File: src/rtl/usb_ep_ring.sv
// usb_ep_ring: multi-channel byte ring buffer for USB endpoints with packet commit/discard.
// Writes land behind a speculative pointer; only committed bytes become visible to the reader.
module usb_ep_ring #(
  parameter int NUM_CH     = 2,
  parameter int DEPTH_LOG2 = 6,
  parameter int CW         = (NUM_CH > 1) ? $clog2(NUM_CH) : 1
) (
  input  logic                             clk,
  input  logic                             rst_n,
  input  logic [CW-1:0]                    wr_ch,
  input  logic [7:0]                       wr_data,
  input  logic                             wr_en,
  input  logic                             wr_commit,
  input  logic                             wr_discard,
  output logic                             wr_full,
  output logic                             wr_err,
  input  logic [CW-1:0]                    rd_ch,
  input  logic                             rd_en,
  output logic [7:0]                       rd_data,
  output logic                             rd_valid,
  output logic                             rd_empty,
  input  logic [NUM_CH-1:0]                ch_flush,
  output logic [NUM_CH*(DEPTH_LOG2+1)-1:0] level
);

  localparam int PW = DEPTH_LOG2 + 1;
  localparam int AW = CW + DEPTH_LOG2;
  localparam logic [PW-1:0] DEPTH = {1'b1, {DEPTH_LOG2{1'b0}}};
  localparam logic [PW-1:0] ONE   = {{DEPTH_LOG2{1'b0}}, 1'b1};

  logic [PW-1:0]     rptr_q [NUM_CH];
  logic [PW-1:0]     rptr_d [NUM_CH];
  logic [PW-1:0]     wptr_q [NUM_CH];
  logic [PW-1:0]     wptr_d [NUM_CH];
  logic [PW-1:0]     sptr_q [NUM_CH];
  logic [PW-1:0]     sptr_d [NUM_CH];
  logic [NUM_CH-1:0] ovf_q;
  logic [NUM_CH-1:0] ovf_d;
  logic [NUM_CH-1:0] full_vec;
  logic [NUM_CH-1:0] empty_vec;

  logic              wr_err_q, wr_err_d;
  logic              rd_valid_q, rd_valid_d;
  logic [7:0]        rd_data_q, rd_data_d;

  logic              wr_ch_ok, rd_ch_ok;
  logic              wr_acc, rd_acc;
  logic [AW-1:0]     wr_addr, rd_addr;

  logic [7:0]        mem [NUM_CH*(2**DEPTH_LOG2)];

  // The extra pointer bit separates a full ring from an empty one.
  for (genvar i = 0; i < NUM_CH; i++) begin : g_ch
    assign full_vec[i]       = (sptr_q[i] - rptr_q[i]) == DEPTH;
    assign empty_vec[i]      = (wptr_q[i] == rptr_q[i]);
    assign level[i*PW +: PW] = wptr_q[i] - rptr_q[i];
  end

  assign wr_ch_ok = (int'(wr_ch) < NUM_CH);
  assign rd_ch_ok = (int'(rd_ch) < NUM_CH);
  assign wr_full  = wr_ch_ok ? full_vec[wr_ch]  : 1'b1;
  assign rd_empty = rd_ch_ok ? empty_vec[rd_ch] : 1'b1;
  assign wr_addr  = {wr_ch, sptr_q[wr_ch][DEPTH_LOG2-1:0]};
  assign rd_addr  = {rd_ch, rptr_q[rd_ch][DEPTH_LOG2-1:0]};

  always_comb begin
    rptr_d   = rptr_q;
    wptr_d   = wptr_q;
    sptr_d   = sptr_q;
    ovf_d    = ovf_q;
    wr_acc   = 1'b0;
    rd_acc   = 1'b0;
    wr_err_d = 1'b0;

    if (wr_ch_ok && !ch_flush[wr_ch]) begin
      if (wr_discard) begin
        sptr_d[wr_ch] = wptr_q[wr_ch];
        ovf_d[wr_ch]  = 1'b0;
      end else begin
        if (wr_en && !full_vec[wr_ch]) begin
          wr_acc        = 1'b1;
          sptr_d[wr_ch] = sptr_q[wr_ch] + ONE;
        end else if (wr_en) begin
          ovf_d[wr_ch] = 1'b1;
        end
        // A byte dropped in the commit cycle itself still poisons the packet.
        if (wr_commit) begin
          if (ovf_d[wr_ch]) begin
            sptr_d[wr_ch] = wptr_q[wr_ch];
            ovf_d[wr_ch]  = 1'b0;
            wr_err_d      = 1'b1;
          end else begin
            wptr_d[wr_ch] = sptr_d[wr_ch];
          end
        end
      end
    end

    if (rd_ch_ok && !ch_flush[rd_ch] && rd_en && !empty_vec[rd_ch]) begin
      rd_acc        = 1'b1;
      rptr_d[rd_ch] = rptr_q[rd_ch] + ONE;
    end

    for (int i = 0; i < NUM_CH; i++) begin
      if (ch_flush[i]) begin
        rptr_d[i] = '0;
        wptr_d[i] = '0;
        sptr_d[i] = '0;
        ovf_d[i]  = 1'b0;
      end
    end
  end

  assign rd_data_d  = rd_acc ? mem[rd_addr] : rd_data_q;
  assign rd_valid_d = rd_acc;

  always_ff @(posedge clk or negedge rst_n) begin
    if (!rst_n) begin
      for (int i = 0; i < NUM_CH; i++) begin
        rptr_q[i] <= '0;
        wptr_q[i] <= '0;
        sptr_q[i] <= '0;
      end
      ovf_q      <= '0;
      wr_err_q   <= 1'b0;
      rd_valid_q <= 1'b0;
      rd_data_q  <= 8'h00;
    end else begin
      rptr_q     <= rptr_d;
      wptr_q     <= wptr_d;
      sptr_q     <= sptr_d;
      ovf_q      <= ovf_d;
      wr_err_q   <= wr_err_d;
      rd_valid_q <= rd_valid_d;
      rd_data_q  <= rd_data_d;
    end
  end

  // Storage is left unreset so it can map onto block RAM.
  always_ff @(posedge clk) begin
    if (wr_acc) begin
      mem[wr_addr] <= wr_data;
    end
  end

  assign wr_err   = wr_err_q;
  assign rd_valid = rd_valid_q;
  assign rd_data  = rd_data_q;

endmodule

File: config.mk
export PLATFORM = sky130hd
export DESIGN_NAME = usb_ep_ring
export DESIGN_NICKNAME = d
export VERILOG_FILES = /design/src/rtl/usb_ep_ring.sv
export SDC_FILE = /design/constraint.sdc
export NUM_CORES = 2
export LEC_CHECK = 0
export CAP_MARGIN = 20
export CORE_AREA = 3 3 244 306
export CTS_CLUSTER_SIZE = 30
export DETAILED_ROUTE_END_ITERATION = 12
export DIE_AREA = 0 0 247 309
export HOLD_SLACK_MARGIN = 0.08
export PLACE_DENSITY = 0.78
export REMOVE_ABC_BUFFERS = 1
export SYNTH_ARGS = -nofsm -noshare
export SYNTH_HDL_FRONTEND = slang
export SYNTH_SLANG_ARGS = --single-unit
File: constraint.sdc
create_clock -name clk -period 9 [get_ports clk]
set_input_delay 2.25 -clock clk [delete_from_list [all_inputs] [get_ports clk]]
set_output_delay 2.25 -clock clk [all_outputs]
set_load 0.03 [all_outputs]
==> flow_metrics.py <==
metrics = {
    "global_routing": {
        "gr-total-overflow": 0,
        "grt_pass1_wl_um": 173000,
        "grt_pass1_vias": 27566,
        "antenna_found_initial": 2,
        "track_usage_pct": 30.6,
        "grt_max_degree": 108,
    },
    "power_and_ir_drop": {
        "p_clk_share_pct": 39.8,
        "p_int_mw": 8.04,
        "p_sw_share_pct": 22.2,
        "p_per_area_nw_per_um2": 211,
        "power.share.combinational_pct": 6.4,
        "p_leak_nw": 15.7,
        "power_switching_mw": 2.29,
        "p_seq_share_pct": 53.8,
        "vdd_drop_max_mv": 0.143,
    },
    "critical_path": {
        "crit_start": "rd_ch",
        "cp_max_fo": 17,
        "slowest_stage": "clkdlybuf4s50_1",
        "r2r_start": "rptr_q[11]",
        "worstPathCellList": "clkdlybuf4s50_1 > inv_1 > nand4_1 > nor3_1 > nor2_1 > inv_1 > clkdlybuf4s50_1",
        "cp.required_ps": 6750,
        "path_class": "input port to primary output",
        "cp_data_arrival_time_ps": 5200,
        "cpPeakStageDelay_ps": 1120,
        "start_kind": "input port",
        "critPathCaptureType": "primary output",
    },
    "die": {
        "coreArea_um2": 72000,
        "row_count": 110,
        "start_util_pct": 61.8,
        "die_h_um": 309,
        "num_io_pins": 44,
        "dieArea_um2": 76300,
        "die_x_um": 247,
    },
    "yosys": {
        "synth.avg_cell_area_um2": 14.0,
        "synth_edf_count": 1024,
        "synthFlopType": "edfxtp_1",
        "ys_seq_area_share_pct": 72.2,
        "synthDominantCellAreaShare_pct": 69.2,
        "ys_warn_count": 0,
        "synth.largest_area_cell": "edfxtp_1",
        "synthCells": 3185,
        "syn-cell-area_um2": 44500,
        "synthTopCellsByArea": "edfxtp_1 (69%), mux2i_1 (5.5%), nand2_1 (4.8%), dfrtp_1 (3.0%), nand3_1 (2.5%)",
        "synthArstFlopShare_pct": 5.01,
        "synth-seq-cells": 1078,
        "ys_types": 62,
    },
    "clock_tree": {
        "cts_sinks": 1078,
        "cts_buffers": 96,
        "clk_pin_slew_ps": 70,
        "holdBufCountCts": 0,
        "post-cts-setup-buffers": 0,
        "ctsRootBufferMaster": "clkbuf_16",
        "cts_buffer_depth": 3,
        "cts_resized": 0,
        "insertion_delay_ps": 670,
        "cts-htree-levels": 3,
        "cts_tree": "built",
    },
    "min_path": {
        "min_from": "rptr_q[6]",
        "hold_class": "register to register",
    },
    "route": {
        "vias": 28219,
        "routedWlPerCell_um": 27.5,
        "drt-pass1-iter-count": 6,
        "via_per_inst": 6.69,
        "drc": 0,
        "drt-total-wl_um": 116000,
        "drtIter0Drc": 4243,
        "final_antenna_net_count": 0,
    },
    "finish": {
        "utilization_pct": 68.0,
        "synthToLayoutAreaGrowth_pct": 10.1,
        "final_cell_mix": "edfxtp_1 (1024), nand2_1 (566), mux2i_1 (243)",
        "final_nets": 3236,
        "postLayoutCellArea_um2": 48900,
        "layout_commonest_cell": "edfxtp_1",
        "fin_cells": 4218,
        "layout-drive-gt1-share_pct": 7.99,
    },
    "sta": {
        "fmax_ghz": 0.134,
        "hold_violations": 0,
        "slew_viol_final": 0,
        "rsz0062_at_grt": "false",
        "post-route-period-util_pct": 82.8,
        "relSlewSlack_pct": 17.2,
        "min_period_ps": 7450,
        "finClkSkew_ps": 32.9,
        "setup_violations": 0,
        "holdWs_ps": 603,
        "tightest_slew_ps": 1210,
        "fin_tns_setup_ps": 0,
    },
    "place": {
        "port-buffer-count": 43,
        "dp_hpwl_um": 69200,
        "gp_congestion": 0.916,
        "dp_cells": 4042,
        "place_area_um2": 45800,
    },
    "outcome": {
        "outcome": "completed",
    },
    "job": {
        "drv_cap": 0,
    },
}
flip-flops by register name (all words and copies together) (netlist names):
name,cells
mem,1024
ovf_q,2
rd_data,8
rd_valid,1
rptr_q,14
sptr_q,14
wptr_q,14
wr_err,1
cell usage after synthesis (all sizes together), types with 14 or more instances:
cell / instances
a2111oi: 24
a21oi: 66
a31oi: 83
a32oi: 34
buf: 68
clkbuf: 123
dfrtp: 54
edfxtp: 1024
ha: 26
inv: 37
mux2i: 246
mux4: 20
nand2: 570
nand2b: 20
nand3: 218
nor2: 174
nor2b: 16
nor3: 31
o21ai: 60
o22ai: 111
o32ai: 15
xnor2: 17
xor2: 14
cell families (layout without fill, tap and decap cells):
family          after synthesis  in the layout  synth area share (%)
fa+ha+maj                    30             30                 0.912
compound gates              465            465                  6.94
simple gates               1079           1079                  10.4
mux                         274            274                  6.81
xor+xnor                     31             31                 0.611
other cells                   0              1                     0
flops                      1078           1078                  72.2
buf+inv                     228            308                  2.11
final timing paths:
path	to	slack, ps	cells past startpoint
worst min register to register	rptr_q[6]	600	2
worst max register to register	mem[103][0]	3730	10
worst min-delay path	rptr_q[6]	600	2
worst max-delay path	rd_empty	1550	7
max in group asynchronous	rptr_q[2]	6750	2
min in group asynchronous	sptr_q[1]	1750	2
critical path, delay by kind of cell:
family | cells | cell delay [ps]
and+or+nand+nor | 3 | 550
buffers and inverters | 4 | 2380
power by group through the flow:
| stage | registers [mW] | clock network (mW) | logic [mW] |
|---|---|---|---|
| 6_report | 5.55 | 4.11 | 0.663 |
| 5_1_grt | 5.55 | 4.33 | 0.700 |
| 4_1_cts | 5.55 | 4.13 | 0.655 |
| 3_5_place_dp | 5.66 | 0 | 0.651 |
| 3_3_place_gp | 5.65 | 0 | 0.633 |
| 2_1_floorplan | 5.67 | 0 | 0.373 |
per-layer routing:
layer  GRT usage (%)  wire [um]  vias up
met2            48.4      54800     2024
met1            40.6      40700    13750
li1                -          -    12060
met4            16.6       6790        0
met5               0          0        -
met3            5.83      13800      385
area by class of cell:
cell class | count | area (um^2)
flip-flops and latches | 1078 | 32100
clock buffers | 111 | 2460
fillers | 4605 | 23100
diodes | 1 | 2.50
well taps | 952 | 1190
inverters | 37 | 151
repair buffers | 96 | 798
clock inverters | 64 | 672
multi-input cells | 1879 | 11600
stage by stage:
step,power (mW),setup WS (ps)
after floorplan,6.04,-2640
after global placement,6.29,1640
after detailed placement,6.31,1610
after CTS,10.3,1590
after global routing,10.6,1460
final,10.3,1550
Note: power is estimated with default switching activity, not from simulation.
